<file path="src/rtl/hc165_reader.sv">
// hc165_reader: scans a daisy-chain of 74HC165 PISO shift registers and
// presents the captured bits as a parallel word.
//
// Parameters
//   WIDTH     total bits in the chain (8 per chip), >= 1
//   CLK_DIV   serial half-period in clk cycles, >= 3 (covers the synchroniser)
//   SCAN_GAP  idle clk cycles between scans, may be 0
// Ports
//   clk, rst_n          system clock, async active-low reset
//   scan_en             level; scans repeat while high
//   sdi_in              QH of the last chip in the chain (asynchronous)
//   ld_n_out, sclk_out  SH/LD and CLK pins to the chain
//   data_out            last completed scan, first sampled bit in [WIDTH-1]
//   data_valid          one-cycle pulse when data_out updates
//   changed             coincident with data_valid when the word differs
//   busy                high from LOAD through DONE
//
// state  | meaning
// -------+-----------------------------------------------------------
// IDLE   | pins parked, waiting for scan_en
// LOAD   | SH/LD low, chips latch their parallel inputs
// SETTLE | SH/LD high, MSB settles on QH before the first clock
// SHIFT  | WIDTH serial bits, each a low phase (sample) and a high phase
// DONE   | publish capture register, pulse data_valid / changed
// GAP    | idle spacing before the next scan
module hc165_reader #(
  parameter int WIDTH    = 8,
  parameter int CLK_DIV  = 4,
  parameter int SCAN_GAP = 16
) (
  input  logic             clk,
  input  logic             rst_n,
  input  logic             scan_en,
  input  logic             sdi_in,
  output logic             ld_n_out,
  output logic             sclk_out,
  output logic [WIDTH-1:0] data_out,
  output logic             data_valid,
  output logic             changed,
  output logic             busy
);

  localparam int CNT_W = $clog2(WIDTH + 1);
  localparam int DIV_W = (CLK_DIV > 1) ? $clog2(CLK_DIV) : 1;
  localparam int GAP_W = (SCAN_GAP > 1) ? $clog2(SCAN_GAP) : 1;

  localparam logic [DIV_W-1:0] DIV_INIT = DIV_W'(CLK_DIV - 1);
  localparam logic [GAP_W-1:0] GAP_INIT = GAP_W'((SCAN_GAP > 0) ? SCAN_GAP - 1 : 0);
  localparam logic [CNT_W-1:0] BIT_LAST = CNT_W'(WIDTH - 1);

  typedef enum logic [2:0] {
    ST_IDLE,
    ST_LOAD,
    ST_SETTLE,
    ST_SHIFT,
    ST_DONE,
    ST_GAP
  } state_t;

  state_t           state_q, state_d;
  logic [DIV_W-1:0] div_q, div_d;
  logic [GAP_W-1:0] gap_q, gap_d;
  logic [CNT_W-1:0] bit_q, bit_d;
  logic             phase_q, phase_d;   // 0: sclk low phase, 1: high phase
  logic [WIDTH-1:0] cap_q, cap_d;
  logic [WIDTH-1:0] data_q, data_d;
  logic             sdi_meta_q, sdi_sync_q;
  logic             ld_n_q, ld_n_d;
  logic             sclk_q, sclk_d;
  logic             valid_q, valid_d;
  logic             changed_q, changed_d;
  logic             busy_q, busy_d;
  logic             div_tc;

  assign div_tc = (div_q == '0);

  always_comb begin
    state_d = state_q;
    div_d   = div_q;
    gap_d   = gap_q;
    bit_d   = bit_q;
    phase_d = phase_q;
    cap_d   = cap_q;

    case (state_q)
      ST_IDLE: begin
        if (scan_en) begin
          state_d = ST_LOAD;
          div_d   = DIV_INIT;
        end
      end
      ST_LOAD: begin
        if (div_tc) begin
          state_d = ST_SETTLE;
          div_d   = DIV_INIT;
        end else begin
          div_d = div_q - 1'b1;
        end
      end
      ST_SETTLE: begin
        if (div_tc) begin
          state_d = ST_SHIFT;
          div_d   = DIV_INIT;
          bit_d   = '0;
          phase_d = 1'b0;
        end else begin
          div_d = div_q - 1'b1;
        end
      end
      ST_SHIFT: begin
        if (div_tc) begin
          div_d = DIV_INIT;
          if (!phase_q) begin
            // Sample at the end of the low phase, before the rising edge
            // that advances the chain.
            cap_d   = (cap_q << 1) | WIDTH'(sdi_sync_q);
            phase_d = 1'b1;
          end else begin
            phase_d = 1'b0;
            if (bit_q == BIT_LAST) begin
              state_d = ST_DONE;
            end else begin
              bit_d = bit_q + 1'b1;
            end
          end
        end else begin
          div_d = div_q - 1'b1;
        end
      end
      ST_DONE: begin
        if (SCAN_GAP == 0) begin
          state_d = scan_en ? ST_LOAD : ST_IDLE;
          div_d   = DIV_INIT;
        end else begin
          state_d = ST_GAP;
          gap_d   = GAP_INIT;
        end
      end
      ST_GAP: begin
        if (gap_q == '0) begin
          state_d = scan_en ? ST_LOAD : ST_IDLE;
          div_d   = DIV_INIT;
        end else begin
          gap_d = gap_q - 1'b1;
        end
      end
      default: state_d = ST_IDLE;
    endcase
  end

  // Pins and flags are registered decodes of the current state, so they
  // trail the state register by one cycle.
  always_comb begin
    ld_n_d    = (state_q != ST_LOAD);
    sclk_d    = (state_q == ST_SHIFT) && phase_q;
    busy_d    = (state_q == ST_LOAD) || (state_q == ST_SETTLE) ||
                (state_q == ST_SHIFT) || (state_q == ST_DONE);
    valid_d   = (state_q == ST_DONE);
    changed_d = (state_q == ST_DONE) && (cap_q != data_q);
    data_d    = (state_q == ST_DONE) ? cap_q : data_q;
  end

  always_ff @(posedge clk or negedge rst_n) begin
    if (!rst_n) begin
      state_q    <= ST_IDLE;
      div_q      <= '0;
      gap_q      <= '0;
      bit_q      <= '0;
      phase_q    <= 1'b0;
      cap_q      <= '0;
      data_q     <= '0;
      sdi_meta_q <= 1'b0;
      sdi_sync_q <= 1'b0;
      ld_n_q     <= 1'b1;
      sclk_q     <= 1'b0;
      valid_q    <= 1'b0;
      changed_q  <= 1'b0;
      busy_q     <= 1'b0;
    end else begin
      state_q    <= state_d;
      div_q      <= div_d;
      gap_q      <= gap_d;
      bit_q      <= bit_d;
      phase_q    <= phase_d;
      cap_q      <= cap_d;
      data_q     <= data_d;
      sdi_meta_q <= sdi_in;
      sdi_sync_q <= sdi_meta_q;
      ld_n_q     <= ld_n_d;
      sclk_q     <= sclk_d;
      valid_q    <= valid_d;
      changed_q  <= changed_d;
      busy_q     <= busy_d;
    end
  end

  assign ld_n_out   = ld_n_q;
  assign sclk_out   = sclk_q;
  assign data_out   = data_q;
  assign data_valid = valid_q;
  assign changed    = changed_q;
  assign busy       = busy_q;

endmodule
</file>
<file path="config.mk">
export PLATFORM = sky130hd
export DESIGN_NAME = hc165_reader
export DESIGN_NICKNAME = d
export VERILOG_FILES = /design/src/rtl/hc165_reader.sv
export SDC_FILE = /design/constraint.sdc
export NUM_CORES = 1
export LEC_CHECK = 0
export BUFFER_PORTS_ARGS = -buffer_cell sky130_fd_sc_hd__buf_2
export CORE_MARGIN = 4
export CORE_UTILIZATION = 30
export CTS_CLUSTER_DIAMETER = 80
export CTS_CLUSTER_SIZE = 28
export DETAILED_ROUTE_END_ITERATION = 8
export SYNTH_ARGS = -nofsm -noshare
export SYNTH_HDL_FRONTEND = slang
export SYNTH_SLANG_ARGS = --single-unit
</file>
<file path="constraint.sdc">
create_clock -name clk -period 2.5 [get_ports clk]
set_input_delay 0.375 -clock clk [delete_from_list [all_inputs] [get_ports clk]]
set_output_delay 0.375 -clock clk [all_outputs]
set_load 0.03 [all_outputs]
</file>
# --- Yosys cells after proc, flatten, opt, wreduce, memory -nomap -nowiden ---
# Index checks and enable logic that the tools add are counted.
classes:
  add_sub_neg: 3
  eq_ne: 17
  mux: 24
  n_bitwise: 2
  reduce_logical: 18
op_table:
  columns: ["op", "n"]
  rows:
  - ["$mux 3", 7]
  - ["$mux 4", 5]
  - ["$ne 2x2->1 const B", 9]
  - ["$pmux 3 s6", 1]
  - ["$pmux 4 s2", 2]
  - ["$reduce_and 3->1", 3]
  - ["$ne 8x8->1", 1]
  - ["$or 8x1->8", 1]
  - ["$reduce_and 7->1", 1]
  - ["$eq 3x2->1 const B", 2]
  - ["$eq 3x3->1 const B", 2]
  - ["$mux 2", 3]
  - ["$pmux 2 s3", 1]
  - ["$reduce_and 5->1", 1]
  - ["$add 4x1->4 const B", 1]
  - ["$eq 4x3->1 const B", 1]
  - ["$logic_not 4->1", 1]
  - ["$mux 1", 4]
  - ["$reduce_bool 2->1", 2]
  - ["$sub 4x1->4 const B", 1]
  - ["$eq 3x1->1 const B", 1]
  - ["$logic_not 3->1", 1]
  - ["$logic_or 1x1->1", 3]
  - ["$ne 3x1->1 const B", 1]
  - ["8 further kinds", 9]
word_totals:
  ff_bits: 37
  input_bits: 4
  out_inout_bits: 13
  wordCells: 78

# --- Longest topological paths before layout ---
# Gate-level depths: netlist of the first run.
depth:
  depth_word: 5
  mapped_depth: 6
  ltp_nobuf: 5

# --- Worst setup path after synthesis of the first run ---
# Ideal clock, no wire load.
synth_timing:
  kind: "reg2reg"
  startpoint: "register gap_q[0]"
  endpoint: "register gap_q[2]"
  setup_ps: 129
  arrival_ps: 1484
  required_time_ps: 2371
  setup_slack_ps: 887
  path_stages_with_launch: 7
  path_buffers: 1
  synth_period_minus_slack_ps: 1613
  cell_sequence: "dfrtp_1 inv_1 ha_1 or3b_2 clkbuf_1 a311oi_1 a31oi_1"
synth_via:
  elab_chain_cells: 3
  elab_cells_between_ends: 6
  classes_between: "add/sub (1); eq/ne (1); mux (2); reduce/logical (2)"
synth_rtl:
  columns: ["item", "line_no", "text"]
  rows:
  - ["from (decl)", "62", "logic [GAP_W-1:0] gap_q, gap_d;"]
  - ["from (signal assigned)", "182", "gap_q <= gap_d;"]
  - ["$sub 4x1->4 / $logic_not 4->1 (equally long branches)", "144, 140", null]
  - ["$mux 4 / $ne 2x2->1 (equally long branches)", null, null]
  - ["$pmux 4 s2 / $reduce_and 2->1 (equally long branches)", null, null]
# Parallel ways exist; a longest one is shown, timed or not. The select of a mux whose other input is x is not followed.
# A chain may end at the register's enable or synchronous reset.

# --- Final worst setup path of the first run ---
layout_timing:
  startpoint: "register state_q[1]"
  endpoint: "register data_q[1] (netlist: data_out[1])"
layout_via:
  elab_chain_cells: 1
layout_rtl:
  columns: ["item", "line_no", "text"]
  rows:
  - ["from (decl)", "60", "state_t state_q, state_d;"]
  - ["from (signal assigned)", "180", "state_q <= state_d;"]
  - ["$eq 3x3->1", null, null]
  - ["named net valid_d", "70", "logic valid_q, valid_d;"]
  - ["to (signal assigned)", "186", "data_q <= data_d;"]
  - ["to (decl)", "66", "logic [WIDTH-1:0] data_q, data_d;"]
# The timed path passes the listed nets, and every way through them passes these cells.

==> metrics, run 1 <==
status=finished clean; class of the worst hold path=in2async; Crit path max-delay family=flip-flops; total power=1.17 mW; row cnt=27; Final nets=178; Reg clk slew, reported paths=0.07 ns; met2 Use GR=13.7%; Root Driver=clkbuf_8; Final Cell Area=2050 sq um; clock power share=45.8%; vias in the first global route=1,162; DRT iter0 DRCs=84; average wire per standard cell=13.8 microns; Antenna diodes=0; Net Sw Frac=19.7%; area of placed instances=1940 sq um; synthesized cell area=1790 sq um; # resized after CTS=0; synthesis-stage register bit count=37; RSZ-0062 raised after global routing=no; FF/Latch Area=927 sq um; Worst Setup Slack, final=0.664 ns; clock buffer depth=2; Setup TNS=0 ns; CTS tree=yes; Top Ports=17; Crit. End Element=flop; drt first pass iters=4; share of power burned in registers=52.3%; dpl hpwl=2330 microns; Crit path largest cell delay=0.55 ns; Final Hold Viols=0; ANT nets after route=0; # H-tree levels=2; cells after synthesis=153; detailed-route DRC error count=0; P_sw=0.230 mW; Data required, critical path=2.68 ns; Core Area=5640 sq um; fin crit share=73.4%; synth unique cells=45; clk_lat worst skew=0.29 ns; gp weighted congestion=0.729; critical path cell sequence=nor2_1 > nand2_1 > inv_2 > mux2_2; worst clock skew=0.00496 ns; total clock sinks=37; first-pass GRT wire length=5700 microns; total global-route track usage=9.96%; DR vias/cell=5.07; hold-fix buffers at CTS=0; total congestion overflow=0; Setup Buffers After CTS=0; pin count of the biggest net entering global routing=38; Die ar.=7260 sq um; Warnings, synthesis=0; chip height=85.2 microns; Max FO, Critical Path=16; register area share after synthesis=51.8%; worst path bufs/invs=1; LEAKAGE=0.957 nW; Num CTS Buffers=5; initial antenna violation count=0; share of cells above drive strength 1=26.9%; max_slew headroom=45.0%; total of max-cap violations=0; final number of max-transition violations=0; Fillers=540; Tmin final=1.84 ns; Startpoint Class=flop; Most Crowded Layer GR=met1; fmax=545 MHz; Comb pwr share=1.9%; worst reg2reg path endpoint=data_out[1]; Post-Synthesis Mean Instance Area=11.7 sq um; Final Core Density=36.4%; Vias=1,232; crit path DAT=2.01 ns; peak supply drop=0.000268 V; Post-synth ARST share=100%; Multi-input gate area=802 sq um; RR Startpoint=state_q[1]; pre-CTS WS=0.672 ns; GR Util met1=14.1%; worst-margin pin slew=0.825 ns; Area growth syn-to-layout=14.8%; Final setup viols=0; IO Port Bufs=16; chip width=85.2 microns; most common cell after layout, fill and taps aside=dfrtp_1; met3 Usage GRT=2.72%; Initial Util=31.7%; aggregate routed wire length=3360 microns; reg-to-reg slack, setup=0.66 ns; Synth Flop Type=dfrtp_1; Worst R2R Path Depth=4; P per Cell Area=568 nW/um^2; Post-Syn Nets=161; Worst path slowest cell=dfrtp_1; internal cell power=0.937 mW; number of synthesized flops with an enable pin=0; Worst Setup Path Type=reg2reg; most frequent cells in the layout=dfrtp_1 (36), mux2_2 (16), buf_2 (16), xor2_1 (8), inv_1 (7)
[sequential cells by signal, summed over array words and instances, names as in the netlist]
| register | cells |
|---|---|
| busy | 1 |
| data_out | 8 |
| sdi_sync_q | 1 |
| state_q | 3 |
| phase_q | 1 |
| sclk_out | 1 |
| gap_q | 4 |
| changed | 1 |
| div_q | 2 |
| bit_q | 4 |
| sdi_meta_q | 1 |
| ld_n_out | 1 |
| cap_q | 8 |
| data_valid | 1 |
[worst register-to-register path, cell delays in order, from the launching register on]
cell and delay [ns]:
dfrtp_1 0.55, nor2_1 0.36, nand2_1 0.19, inv_2 0.25, mux2_2 0.37
[cells in the mapped netlist, types with 2 or more instances]
library cell	number	area, sq um
and3b_1	2	17.5
inv_1	7	26.3
or4_1	2	15.0
a311oi_1	2	17.5
o21ai_0	5	25.0
nand3b_1	5	37.5
a21oi_1	6	30.0
a221o_1	2	20.0
nand4_1	2	12.5
buf_2	3	15.0
xor2_1	8	70.1
a31oi_1	3	18.8
nor2_1	5	18.8
nand2_1	6	22.5
and3_1	2	12.5
nor3b_1	3	22.5
and2_1	2	12.5
clkbuf_1	3	11.3
mux2_2	16	180
nor3_1	3	15.0
dfrtp_1	36	901
o31a_1	2	17.5
ha_1	4	50.1
nor4_1	3	18.8
[kinds of logic (layout without fill, tap and decap cells)]
logic type,Yosys count,after routing,share of synthesized area [%]
AOI/OAI and AO/OA,30,30,12.1
adders and majority gates,5,5,3.36
buffers and inverters,15,33,3.36
and+or+nand+nor,40,40,14.3
muxes,17,17,10.6
DFF,37,37,51.8
xor gates and xnor gates,9,9,4.41
[final cells by class]
cell class / instances / area share [%]
inverter: 8 / 1.46
clock inverter: 1 / 1.46
multi-input combinational: 101 / 39.1
sequential: 37 / 45.2
timing repair buffer: 17 / 4.27
clock buffer: 7 / 4.20
tap: 72 / 4.39
[power by group through the flow]
stage	clock, mW	sequential, mW	combinational [mW]
finish	0.534	0.610	0.0223
detailed placement	0	0.621	0.0240
global route	0.574	0.610	0.0272
floorplan	0	0.619	0.00785
global placement	0	0.621	0.0234
CTS	0.555	0.610	0.0238
[metrics by stage]
stage,cells,hold slack [ns]
floorplan,153,0.0794
global placement,235,0.337
detailed placement,235,0.339
global route,243,0.176
finish,243,0.176
CTS,243,0.175
[worst max-delay path by stage]
stage / slack, ns / startpoint / end / cells after the start
floorplan: 0.89 / gap_q[0] / gap_q[2] / 6
global placement: 0.71 / state_q[1] / data_out[4] / 4
detailed placement: 0.67 / state_q[1] / cap_q[0] / 3
CTS: 0.66 / state_q[1] / cap_q[0] / 3
global route: 0.50 / state_q[1] / data_out[5] / 4
finish: 0.66 / state_q[1] / data_out[1] / 4
[metal layers]
layer / routed length, microns / vias to the layer above
li1: - / 600
met1: 1700 / 606
met2: 1470 / 18
met3: 108 / 8
met4: 79 / 0
met5: 0 / -
No activity file was read; power rests on OpenSTA's default activity.
==> run 2: changes to the inputs <==
==> constraint.sdc (replaced) <==
create_clock -name clk -period 1.5 [get_ports clk]
set_input_delay 0.225 -clock clk [delete_from_list [all_inputs] [get_ports clk]]
set_output_delay 0.225 -clock clk [all_outputs]
set_load 0.03 [all_outputs]
==> metrics, run 2 (synthesis gave the netlist of run 1 again) <==
vias in the first global route=1,349; failing checks=setup timing; total of max-cap violations=0; dpl hpwl=2760 microns; Root Driver=clkbuf_8; chip height=85.2 microns; Fillers=535; class of the worst hold path=in2reg; pin count of the biggest net entering global routing=38; clk_lat worst skew=0.29 ns; Max FO, Critical Path=6; DRT iter0 DRCs=62; max_slew headroom=75.9%; worst-margin pin slew=0.358 ns; drt first pass iters=4; total global-route track usage=11.2%; FF/Latch Area=928 sq um; area of placed instances=2160 sq um; crit path DAT=1.69 ns; CTS tree=yes; clock buffer depth=2; Vias=1,384; aggregate routed wire length=3930 microns; Setup TNS=-0.0269 ns; Reg clk slew, reported paths=0.07 ns; Initial Util=31.7%; RSZ-0062 raised after global routing=yes; fin crit share=101%; Final Hold Viols=0; reg-to-reg slack, setup=-0.02 ns; DR vias/cell=5.03; total congestion overflow=0; chip width=85.2 microns; # H-tree levels=2; Worst Setup Slack, final=-0.0164 ns; Final Core Density=42.2%; Tmin final=1.52 ns; Top Ports=17; Multi-input gate area=891 sq um; hold slack=0.0444 ns; Area growth syn-to-layout=33.1%; worst clock skew=0.00738 ns; P per Cell Area=737 nW/um^2; most frequent cells in the layout=dfrtp_1 (35), buf_4 (28), buf_2 (16); most common cell after layout, fill and taps aside=dfrtp_1; LEAKAGE=1.15 nW; initial antenna violation count=0; gp weighted congestion=0.809; row cnt=27; average wire per standard cell=14.3 microns; IO Port Bufs=16; first-pass GRT wire length=6510 microns; Final setup viols=3; status=finished with violations; detailed-route DRC error count=0; final number of max-transition violations=0; Die ar.=7260 sq um; Startpoint Class=flop; Data required, critical path=1.67 ns; share of cells above drive strength 1=44.3%; Crit path largest cell delay=0.40 ns; Worst path slowest cell=dfrtp_1; total clock sinks=37; Worst Setup Path Type=reg2reg; Core Area=5640 sq um; Num CTS Buffers=5; ANT nets after route=0; Antenna diodes=0; peak supply drop=0.000278 V; Final Cell Area=2380 sq um; fmax=659 MHz; Final nets=210; critical path cell sequence=inv_2 > ha_4 > nor4b_4 > buf_4 > mux2_4; total power=1.75 mW; Crit. End Element=flop
-- run 2: cell type report --
cell class	instances	area share, %
clock buffers	5	2.89
clock inverters	3	0.735
inverters	8	1.37
multi-input cells	101	37.4
flip-flops and latches	37	39.0
well taps	72	3.78
repair buffers	49	14.9
-- run 2: stage by stage --
stage / cells / setup slack, ns
2_1_floorplan: 153 / -0.0423
3_3_place_gp: 259 / -0.0234
3_5_place_dp: 259 / -0.0507
4_1_cts: 269 / -0.00980
5_1_grt: 275 / -0.0817
6_report: 275 / -0.0164
-- run 2: timing repair --
item                                    CTS  global route
endpoints found under the setup margin   15            24
pin swaps                                 0             5
gates resized for setup                   3            19
gates cloned                              0             1
hold endpoints to repair                 36             0
hold buffers                              1             0
setup buffers                             1             5
-- run 2: worst paths after layout --
check / startpoint / endpoint / cells past startpoint
worst max-delay path: div_q[1] / cap_q[2] / 5
worst min-delay path: sdi_in / sdi_meta_q / 1
worst max register to register: div_q[1] / cap_q[2] / 5
worst min register to register: sdi_meta_q / sdi_sync_q / 0
max in group asynchronous: rst_n / ld_n_out / 3
min in group asynchronous: rst_n / busy / 3
-- run 2: critical path: cells and delay by family (launching register included) --
family        cells  cell delay, ns
flops             1            0.40
mux               1            0.30
buf+inv           2            0.29
simple gates      1            0.25
fa+ha+maj         1            0.17
-- run 2: routing by layer --
metal / GRT usage [%] / vias to the layer above / share of wire, %
met3: 2.72 / 7 / 4.0
li1: - / 662 / -
met1: 15.5 / 687 / 48
met5: 0 / - / 0
met2: 16.8 / 28 / 46
met4: 4.32 / 0 / 1.5
-- run 2: report_power, final --
group | switching [mW] | internal [mW] | total, mW
Clock | 0.366 | 0.321 | 0.686
Combinational | 0.0271 | 0.0242 | 0.0514
Sequential | 0.0105 | 1.01 | 1.02
==> run 3: changes to the inputs <==
--- a/config.mk
+++ b/config.mk
@@ -6,11 +6,15 @@
 export NUM_CORES = 1
 export LEC_CHECK = 0
 export BUFFER_PORTS_ARGS = -buffer_cell sky130_fd_sc_hd__buf_2
+export CELL_PAD_IN_SITES_DETAIL_PLACEMENT = 0
+export CELL_PAD_IN_SITES_GLOBAL_PLACEMENT = 2
 export CORE_MARGIN = 4
 export CORE_UTILIZATION = 30
 export CTS_CLUSTER_DIAMETER = 80
 export CTS_CLUSTER_SIZE = 28
 export DETAILED_ROUTE_END_ITERATION = 8
+export GPL_ROUTABILITY_DRIVEN = 0
+export PLACE_DENSITY_LB_ADDON = 0.1
 export SYNTH_ARGS = -nofsm -noshare
 export SYNTH_HDL_FRONTEND = slang
 export SYNTH_SLANG_ARGS = --single-unit
==> metrics, run 3 (synthesis gave the netlist of run 1 again) <==
status=finished clean; Setup TNS=0 ns; Antenna diodes=0; total power=1.75 mW; chip height=85.2 microns; placed cells=256; crit path DAT=1.70 ns; detailed-route DRC error count=0; row cnt=27; RR Startpoint=state_q[0]; Die ar.=7260 sq um; Initial Util=31.7%; Crit. End Element=flop; DR vias/cell=4.90; Post-Layout Cell Count=270; Final Hold Viols=0; FF/Latch Area=931 sq um; DR WL met3=161 microns; Fillers=543; Final setup viols=0; Final nets=205; Worst path slowest cell=or4_4; P per Cell Area=749 nW/um^2; total global-route track usage=12.0%; met2 wire len=1930 microns; HP Start=sdi_in; fmax=676 MHz; Max FO, Critical Path=6; max_slew headroom=77.5%; initial antenna violation count=0; Top Ports=17; pin count of the biggest net entering global routing=38; vias in the first global route=1,407; Root Driver=clkbuf_8; RSZ-0062 raised after global routing=yes; Area growth syn-to-layout=30.5%; drt first pass iters=4; LEAKAGE=1.11 nW; Num CTS Buffers=5; worst clock skew=0.00578 ns; Final Core Density=41.4%; WL met1=1940 microns; IO Port Bufs=16; most common cell after layout, fill and taps aside=dfrtp_1; DRT iter0 DRCs=44; final number of max-transition violations=0; share of cells above drive strength 1=45.5%; ANT nets after route=0; fin crit share=98.7%; CP Launch Point=state_q[0]; critical path cell sequence=buf_4 > or4_4 > o31ai_2 > o32a_1; pre-CTS WS=-0.00808 ns; total of max-cap violations=0; most frequent cells in the layout=dfrtp_1 (33), buf_4 (25), buf_2 (16), mux2_2 (13), xor2_1 (8); Crit path max-delay family=simple AND/OR/NAND/NOR gates; Vias=1,322; first-pass GRT wire length=6900 microns; worst path bufs/invs=1; Startpoint Class=flop; Data required, critical path=1.72 ns; # H-tree levels=2; Core Area=5640 sq um; average wire per standard cell=15.0 microns; clk_lat worst skew=0.28 ns; Tmin final=1.48 ns; dpl hpwl=2890 microns; DR top layer=met4; total clock sinks=37; peak supply drop=0.000287 V; aggregate routed wire length=4060 microns; clock buffer depth=2; Crit path largest cell delay=0.52 ns; class of the worst hold path=in2reg; Worst Setup Path Type=reg2reg; CTS tree=yes; chip width=85.2 microns; total congestion overflow=0; Worst Setup Slack, final=0.0201 ns; worst-margin pin slew=0.334 ns; Multi-input gate area=888 sq um; Reg clk slew, reported paths=0.08 ns
==> run 3: changes by cell type in the layout (fill, tap and decap cells not counted), sizes merged <==
| cell | previous run | this run |
|---|---|---|
| buf | 48 | 43 |
==> run 3: metrics by stage <==
stage,area (sq um),hold WS [ns]
3_5_place_dp,2130,0.208
2_1_floorplan,1830,-0.0706
6_report,2330,0.0511
5_1_grt,2330,0.0390
4_1_cts,2260,0.0402
3_3_place_gp,2130,0.208
==> run 3: worst paths after layout <==
path | depth (start not counted) | slack (ns) | endpoint
setup / recovery | 4 | 0.02 | state_q[1]
hold / removal | 1 | 0.05 | sdi_meta_q
setup reg to reg | 4 | 0.02 | state_q[1]
hold reg to reg | 0 | 0.37 | sdi_sync_q
max in group asynchronous | 3 | 0.82 | ld_n_out
min in group asynchronous | 3 | 0.43 | data_out[1]
==> run 3: final cells by class <==
type	count	area share [%]
clock inverters	3	0.750
clock buffers	5	2.95
inverters	8	1.29
well taps	72	3.86
multi-input cells	101	38.0
repair buffers	44	13.2
flip-flops and latches	37	39.9
==> run 3: where the power goes <==
group | leakage [nW] | switching [mW] | internal [mW]
logic | 0.594 | 0.0278 | 0.0219
registers | 0.471 | 0.00999 | 1.01
clock network | 0.0439 | 0.362 | 0.321
==> run 3: what timing repair did <==
item,in CTS,in global routing
setup buffers,3,2
pin swaps,0,4
hold buffers,1,0
endpoints found under the setup margin,5,23
cloned,0,0
hold endpoints to repair,36,0
resized for setup,3,15
==> run 3: worst reg2reg max path, delay by kind of cell, from the launching register on <==
| kind | cells | cell delay, ns |
|---|---|---|
| AND/OR/NAND/NOR | 1 | 0.52 |
| buffers and inverters | 1 | 0.17 |
| flip-flops | 1 | 0.44 |
| AO/OA/AOI/OAI | 2 | 0.29 |
==> run 3: layer usage <==
layer	track usage [%]	up-vias
li1	-	647
met1	16.7	648
met2	18.4	25
met3	2.72	2
met4	3.88	0
met5	0	-
